`config.mk`:
```
export PLATFORM = sky130hd
export DESIGN_NAME = led_breather
export DESIGN_NICKNAME = d
export VERILOG_FILES = /design/src/rtl/led_pkg.sv /design/src/rtl/led_breather_pwm_tick_gen.sv /design/src/rtl/led_breather.sv
export SDC_FILE = /design/constraint.sdc
export NUM_CORES = 1
export LEC_CHECK = 0
export ABC_AREA = 1
export CORE_ASPECT_RATIO = 0.6
export CORE_MARGIN = 2
export CORE_UTILIZATION = 45
export DETAILED_ROUTE_END_ITERATION = 8
export PLACE_DENSITY = 0.66
export SYNTH_ARGS = -nofsm -noshare
export SYNTH_HDL_FRONTEND = slang
export SYNTH_HIERARCHICAL = 1
export SYNTH_SLANG_ARGS = --single-unit
```
`constraint.sdc`:
```
create_clock -name clk_in -period 1.9 [get_ports clk_in]
set_clock_uncertainty 0.15 [all_clocks]
set_input_delay 0.285 -clock clk_in [delete_from_list [all_inputs] [get_ports clk_in]]
set_output_delay 0.285 -clock clk_in [all_outputs]
set_load 0.02 [all_outputs]
```
`src/rtl/led_pkg.sv`:
```
// ==================================================================
// led_pkg : shared phase and mode encodings for the LED breather
// Rev 1.0
// ==================================================================
`default_nettype none

package led_pkg;

  typedef enum logic [1:0] {
    HOLD_LO = 2'd0,
    UP      = 2'd1,
    HOLD_HI = 2'd2,
    DOWN    = 2'd3
  } phase_t;

  localparam logic [1:0] MODE_OFF     = 2'b00;
  localparam logic [1:0] MODE_SOLID   = 2'b01;
  localparam logic [1:0] MODE_BLINK   = 2'b10;
  localparam logic [1:0] MODE_BREATHE = 2'b11;

endpackage

`default_nettype wire

```
`src/rtl/led_breather_pwm_tick_gen.sv`:
```
// ==================================================================
// pwm_tick_gen : free-running PWM period counter and brightness step tick
// Rev 1.0
// ==================================================================
`default_nettype none

module pwm_tick_gen #(
  parameter int PWM_BITS = 8,
  parameter int STEP_DIV = 64
) (
  input  logic                clk_in,
  input  logic                resetn,
  input  logic                clr,
  output logic [PWM_BITS-1:0] pwm_cnt,
  output logic                period_end,
  output logic                step_tick
);

  localparam int STEP_W = (STEP_DIV > 1) ? $clog2(STEP_DIV) : 1;
  localparam logic [STEP_W-1:0] STEP_LAST = STEP_W'(STEP_DIV - 1);

  logic [STEP_W-1:0] step_cnt;

  assign period_end = (pwm_cnt == {PWM_BITS{1'b1}});
  assign step_tick  = period_end && (step_cnt == STEP_LAST);

  always_ff @(posedge clk_in or negedge resetn) begin
    if (!resetn) begin
      pwm_cnt  <= '0;
      step_cnt <= '0;
    end else if (clr) begin
      pwm_cnt  <= '0;
      step_cnt <= '0;
    end else begin
      pwm_cnt <= pwm_cnt + 1'b1;
      if (period_end)
        step_cnt <= (step_cnt == STEP_LAST) ? '0 : step_cnt + 1'b1;
    end
  end

endmodule

`default_nettype wire

```
`src/rtl/led_breather.sv`:
```
// ==================================================================
// led_breather : PWM LED driver with off / solid / blink / breathe modes
// Rev 1.0
// ==================================================================
`default_nettype none

module led_breather #(
  parameter int PWM_BITS   = 8,
  parameter int STEP_DIV   = 64,
  parameter int HOLD_STEPS = 32
) (
  input  logic                clk_in,
  input  logic                resetn,
  input  logic                en,
  input  logic [1:0]          mode,
  output logic                led,
  output logic [PWM_BITS-1:0] level,
  output logic [1:0]          phase
);

  import led_pkg::*;

  localparam int HOLD_W = (HOLD_STEPS > 1) ? $clog2(HOLD_STEPS) : 1;
  localparam logic [HOLD_W-1:0]   HOLD_LAST = HOLD_W'(HOLD_STEPS - 1);
  localparam logic [PWM_BITS-1:0] LVL_MAX   = {PWM_BITS{1'b1}};

  logic [1:0]          mode_q;
  logic                mode_chg;
  logic                tick_clr;
  logic [PWM_BITS-1:0] pwm_cnt;
  logic                period_end;
  logic                step_tick;
  logic                hold_done;
  logic [HOLD_W-1:0]   hold_cnt;
  phase_t              state;

  assign mode_chg  = (mode != mode_q);
  assign tick_clr  = !en || mode_chg;
  assign hold_done = (hold_cnt == HOLD_LAST);
  assign phase     = state;

  pwm_tick_gen #(
    .PWM_BITS (PWM_BITS),
    .STEP_DIV (STEP_DIV)
  ) u_tick (
    .clk_in     (clk_in),
    .resetn     (resetn),
    .clr        (tick_clr),
    .pwm_cnt    (pwm_cnt),
    .period_end (period_end),
    .step_tick  (step_tick)
  );

  always_ff @(posedge clk_in or negedge resetn) begin
    if (!resetn) begin
      mode_q   <= MODE_OFF;
      led      <= 1'b0;
      level    <= '0;
      hold_cnt <= '0;
      state    <= HOLD_LO;
    end else if (!en) begin
      mode_q   <= MODE_OFF;
      led      <= 1'b0;
      level    <= '0;
      hold_cnt <= '0;
      state    <= HOLD_LO;
    end else begin
      mode_q <= mode;
      led    <= (mode == MODE_SOLID) || (mode[1] && (level > pwm_cnt));
      if (mode_chg || mode == MODE_OFF || mode == MODE_SOLID) begin
        level    <= '0;
        hold_cnt <= '0;
        state    <= HOLD_LO;
      end else if (period_end && step_tick) begin
        // Level only moves on a PWM period boundary so each period sees one duty value
        case (state)
          HOLD_LO: begin
            if (hold_done) begin
              hold_cnt <= '0;
              if (mode == MODE_BLINK) begin
                level <= LVL_MAX;
                state <= HOLD_HI;
              end else begin
                state <= UP;
              end
            end else begin
              hold_cnt <= hold_cnt + 1'b1;
            end
          end
          UP: begin
            hold_cnt <= '0;
            if (level != LVL_MAX) level <= level + 1'b1;
            if (level >= LVL_MAX - 1'b1) state <= HOLD_HI;
          end
          HOLD_HI: begin
            if (hold_done) begin
              hold_cnt <= '0;
              if (mode == MODE_BLINK) begin
                level <= '0;
                state <= HOLD_LO;
              end else begin
                state <= DOWN;
              end
            end else begin
              hold_cnt <= hold_cnt + 1'b1;
            end
          end
          DOWN: begin
            hold_cnt <= '0;
            if (level != '0) level <= level - 1'b1;
            if (level <= 1) state <= HOLD_LO;
          end
          default: state <= HOLD_LO;
        endcase
      end
    end
  end

endmodule

`default_nettype wire

```
# Yosys cells after proc, flatten, opt, wreduce, memory -nomap -nowiden
# Index checks and enable logic that the tools add are counted.
# totals
reg_bits,32
latchBits,0
ram_bits,0
mem_bits_ro,0
out_inout_bits,11
wordCells,81
n_memories,0
# op_classes
add_sub_neg,5
multipliers,0
div_mod_pow,0
order_cmp,3
n_eq_ne,19
n_shift,0
n_mux,31
bitwise,0
reduce_logical,16
# ops
operator,n
$mux W8,10
$ne A4 B4 Y1 const B,8
$pmux W8 S4,1
$mux W2,10
$mux W5,4
$mux W6,3
$add A8 B1 Y8 const B,2
$pmux W5 S2,1
$eq A8 B8 Y1 const B,1
$ge A8 B8 Y1 const B,1
$gt A8 B8 Y1,1
$le A8 B1 Y1 const B,1
$ne A8 B8 Y1 const B,1
$pmux W2 S4,1
$reduce_bool A8 Y1,1
$sub A8 B1 Y8 const B,1
$reduce_and A7 Y1,1
$add A6 B1 Y6 const B,1
$eq A2 B2 Y1 const B,3
$eq A6 B6 Y1 const B,1
$add A5 B1 Y5 const B,1
$eq A5 B5 Y1 const B,1
$reduce_and A5 Y1,1
$eq A2 B1 Y1 const B,2
9 further kinds,16

# Longest topological paths before layout
# depth
depth_word,7
ltp_mapped,12

# Modules after synthesis
# The synthesis kept the hierarchy.
# by_module_without_submodules
module,n_inst,cells_each,area_per_inst_um2,seq_area_each_um2
led_breather,1,241,1705.4,450.4
pwm_tick_gen,1,100,775.7,350.3

# Worst setup path before layout
# Ideal clock, no wire load.
# synth_path
kind,flip-flop to flip-flop
from,register level[0]
to,register state[0] (netlist: phase[0])
arrival_time_ns,1.692
required_ns,1.685
path_slack_ns,-0.007
path_stages_with_launch,11
path_buffers,0
synth_period_minus_slack_ns,1.907
path_cell_list,dfrtp_1 > inv_1 > ha_1 > or2_2 > nand3_1 > nand2_1 > nand2_1 > nand2_1 > nand2_1 > nand2_1 > nand2_1
# synth_between
elab_chain_cells,3
elab_cells_between_ends,5
classes_between,order compare (2); eq/ne (2); reduce/logical (1)
# synth_rtl
element,line_no,source
start: declaration,led_breather.sv:17,"output logic [PWM_BITS-1:0] level,"
start signal: assignment,led_breather.sv:92,if (level != LVL_MAX) level <= level + 1'b1;
start signal: assignment,led_breather.sv:110,if (level != '0) level <= level - 1'b1;
$le A8 B1 Y1 or $ge A8 B8 Y1 (tied branches),"led_breather.sv:111, led_breather.sv:93",
$ne A4 B4 Y1 (no source line),--,
$reduce_and A5 Y1 (no source line) *,--,
end signal: assignment,led_breather.sv:102,state <= DOWN;
end signal: assignment,led_breather.sv:111,if (level <= 1) state <= HOLD_LO;
end signal: assignment,led_breather.sv:113,default: state <= HOLD_LO;
end: declaration,led_breather.sv:35,phase_t state;
# Every way passes the cells marked *; elsewhere a longest branch is shown, timed or not.
# A chain may end at the register's enable or synchronous reset.

# Final worst setup path
# layout_path
from,register u_tick.pwm_cnt[0]
to,register level[5]
# layout_between
elab_chain_cells,5
# layout_rtl
element,line_no,source
start: declaration,led_breather_pwm_tick_gen.sv:14,"output logic [PWM_BITS-1:0] pwm_cnt,"
start signal: assignment,led_breather_pwm_tick_gen.sv:35,pwm_cnt <= pwm_cnt + 1'b1;
$eq A8 B8 Y1,led_breather_pwm_tick_gen.sv:24,assign period_end = (pwm_cnt == {PWM_BITS{1'b1}});
$logic_and A1 B1 Y1,led_breather_pwm_tick_gen.sv:25,assign step_tick = period_end && (step_cnt == STEP_LAST);
via step_tick,led_breather.sv:32,logic step_tick;
$logic_and A1 B1 Y1,led_breather.sv:74,end else if (period_end && step_tick) begin
$ne A3 B1 Y1 (no source line),--,
$reduce_and A7 Y1 (no source line),--,
# The timed path passes the listed nets, and every way through them passes these cells.

==> results.yml <==
place:
  port_buffers: 15
  dp_hpwl_um: 5140
  dp.cells: 459
  dp_slack_ns: -0.0839
  place_congestion: 1.01
global_routing:
  grt-ovfl-total: 0
  track_usage_pct: 23.9
  grt_start_max_net_pins: 33
  antenna_found_initial: 0
  first_global_vias: 2211
  grt_pass1_wl_um: 11100
cells_and_area:
  final_util_pct: 62.3
  drive_above_1_share_pct: 29.3
  final_nets: 430
  insertedDiodeCount: 0
  synthToLayoutAreaGrowth_pct: 30.1
  finalNonFillerCells: 475
synth:
  yosysTopAreaCell: "dfrtp_1"
  ys_ff_latch: 32
  syn_avg_cell_area_um2: 7.28
  synth_top_area_share_pct: 32.3
  netlist_instances: 341
  synthTopCellsByCount: "nand2_1 (84), inv_1 (44), nor2_1 (35)"
  synth_cell_types: 35
  ys_top_cells_by_area: "dfrtp_1 (32%), nand2_1 (13%), ha_1 (8.6%), inv_1 (6.7%), nor2_1 (5.3%)"
  synth_fp_nets: 363
  synth_ff_type: "dfrtp_1"
  yosysMostFrequentCell: "nand2_1"
  synth_seq_area_share_pct: 32.3
  synth_edf_count: 0
  syn-cell-area_mm2: 0.00248
  yosys_warnings: 6
  async_flop_share_pct: 100
power_and_ir_drop:
  irDropWorstVdd_mv: 0.244
  cellLeakagePower_nw: 1.72
  power.density_mw_per_mm2: 473
timing:
  fin_crit_ns: 1.87
  hold_violations: 0
  hold_ws_ns: 0.241
  fin_setup_tns_ns: 0
  finalWorstSetupSlack_ns: 0.0306
  drv_slew: 0
  setup_viol: 0
  min_period_over_period_pct: 98.4
  worstMarginPinSlew_ns: 0.420
  rsz0062_at_grt: "yes"
  fmax_ghz: 0.535
  slew_headroom_pct: 72.0
run:
  drv_cap: 0
route:
  wire_per_inst_um: 14.0
  wl_um: 6650
  ant_nets: 0
  drc: 0
  vias_per_cell: 5.07
  vias: 2407
  dr.pass1.iters: 4
  drt_iter0_drc: 154
worst_hold_path:
  hold_class: "input pin to async pin"
critical_path:
  reg2reg_depth: 11
  r2r-start: "u_tick/pwm_cnt[0]$_DFF_PN0_"
  worstPathCellList: "ha_2 > nand2_2 > nor2_4 > nand2_4 > nor3_4 > nand2_2 > nand4_4 > nand2_4 > inv_6 > nand3_4 > o21ai_2"
  criticalPathCategory: "register to register"
  cp-end-kind: "register"
  r2r_end: "level[5]$_DFFE_PN0P_"
  crit_path_start: "u_tick/pwm_cnt[0]$_DFF_PN0_"
  start_kind: "register"
  cpLargestDelayFamily: "simple AND/OR/NAND/NOR gates"
  cpPeakStageDelay_ns: 0.36
  required_ns: 1.97
  path_buf_inv: 1
  crit_path_max_fanout: 8
  cp_data_arrival_time_ns: 1.93
  crit_slowest_cell: "dfrtp_1"
  reg2reg_slack_ns: 0.03
cts:
  numClockSinks: 32
  numCtsBuffers: 5
  cts.path.max_buffers: 2
  clk_pin_slew_ns: 0.08
  cts_tree: "done"
  root_buffer: "clkbuf_8"
  h-tree-depth: 2
  insertion_delay_ns: 0.29
outcome:
  status: "completed"
floorplan:
  die_w_um: 99.9
  io_pins: 16
  row_count: 20
  initial_utilization_pct: 47.9
  core_mm2: 0.00518
  dieArea_mm2: 0.00614
  chipHeight_um: 61.5
-- cell usage in the layout, fill, tap and decap left out, types with 3 or more instances in the layout --
master           Yosys  final
nand2_1             84     81
buf_4                2     45
inv_1               44     43
nor2_1              35     34
dfrtp_1             32     27
nand3_1             26     24
ha_1                17     15
a21oi_1             13     13
o21ai_0             13     11
nand4_1             10     10
nand2_2              7      9
o21ai_2              9      9
nor2_2               6      7
clkdlybuf4s50_1      0      7
inv_2                5      6
nor2_4               6      6
dlygate4sd2_1        0      6
nand3_2              3      5
clkbuf_8             0      5
dfrtp_2              0      5
o21ai_1              2      4
nand2_4              3      4
nor3_1               5      4
or2_2                3      3
buf_6                1      3
-- logic make-up (layout without fill, tap and decap cells) --
| group | Yosys count | in the layout | synth area share, % |
|---|---|---|---|
| adder cells (fa/ha/maj) | 17 | 17 | 8.57 |
| XOR/XNOR | 2 | 2 | 0.706 |
| AND/OR/NAND/NOR | 191 | 191 | 38.1 |
| AO/OA/AOI/OAI | 44 | 44 | 10.9 |
| buffers and inverters | 55 | 123 | 9.43 |
| flip-flops | 32 | 32 | 32.3 |
-- how the worst max path moves through the flow --
stage,to,slack [ns],depth (start not counted)
after CTS,level[2]$_DFFE_PN0P_,0.0003,12
after global routing,level[5]$_DFFE_PN0P_,-0.08,11
after detailed placement,level[6]$_DFFE_PN0P_,-0.08,11
after global placement,level[0]$_DFFE_PN0P_,-0.005,11
after floorplan,level[0]$_DFFE_PN0P_,0.009,11
final,level[5]$_DFFE_PN0P_,0.03,11
-- flip-flops by register name, indices dropped and copies added (netlist names) --
signal and cells:
led 1, level 8, u_tick/step_cnt 6, mode_q 2, hold_cnt 5, u_tick/pwm_cnt 8
phase 2
-- worst reg2reg max path, stage by stage (launching register included) --
cell and delay, ns:
dfrtp_1 0.36, ha_2 0.20, nand2_2 0.08, nor2_4 0.13, nand2_4 0.08, nor3_4 0.14
nand2_2 0.09, nand4_4 0.08, nand2_4 0.07, inv_6 0.09, nand3_4 0.16, o21ai_2 0.17
-- where the power goes --
part	total [mW]	switching (mW)	internal, mW
Combinational	0.168	0.0992	0.0687
Clock	0.663	0.275	0.388
Sequential	0.695	0.00679	0.688
-- through the flow --
stage          cell area (um2)  power, mW
3_3_place_gp              2990      0.864
2_1_floorplan             2480      0.791
3_5_place_dp              2990      0.866
6_report                  3230       1.53
5_1_grt                   3230       1.59
4_1_cts                   3180       1.53
-- area by class of cell --
type                       instances  area, um2
fill                             466       1950
multi-input combinational        254       1500
sequential                        32        807
timing repair buffer              63        519
inverter                          52        210
tap                               66       82.6
clock buffer                       5       68.8
clock inverter                     3       42.5
-- layer usage --
layer | share of wire (%) | up-vias | track usage, %
met5 | 0 | - | 0
met4 | 0.53 | 0 | 3.91
met3 | 10 | 6 | 9.76
met2 | 37 | 66 | 31.9
met1 | 52 | 1101 | 36.3
li1 | - | 1234 | -
-- timing repair --
| item | 4_1_cts | 5_1_grt |
|---|---|---|
| hold buffers | 0 | 0 |
| setup buffers | 5 | 3 |
| pin swaps | 7 | 8 |
| gates resized for setup | 18 | 13 |
| endpoints found under the hold margin | 0 | 0 |
| endpoints found under the setup margin | 15 | 17 |
(Power assumes the default switching activity.)
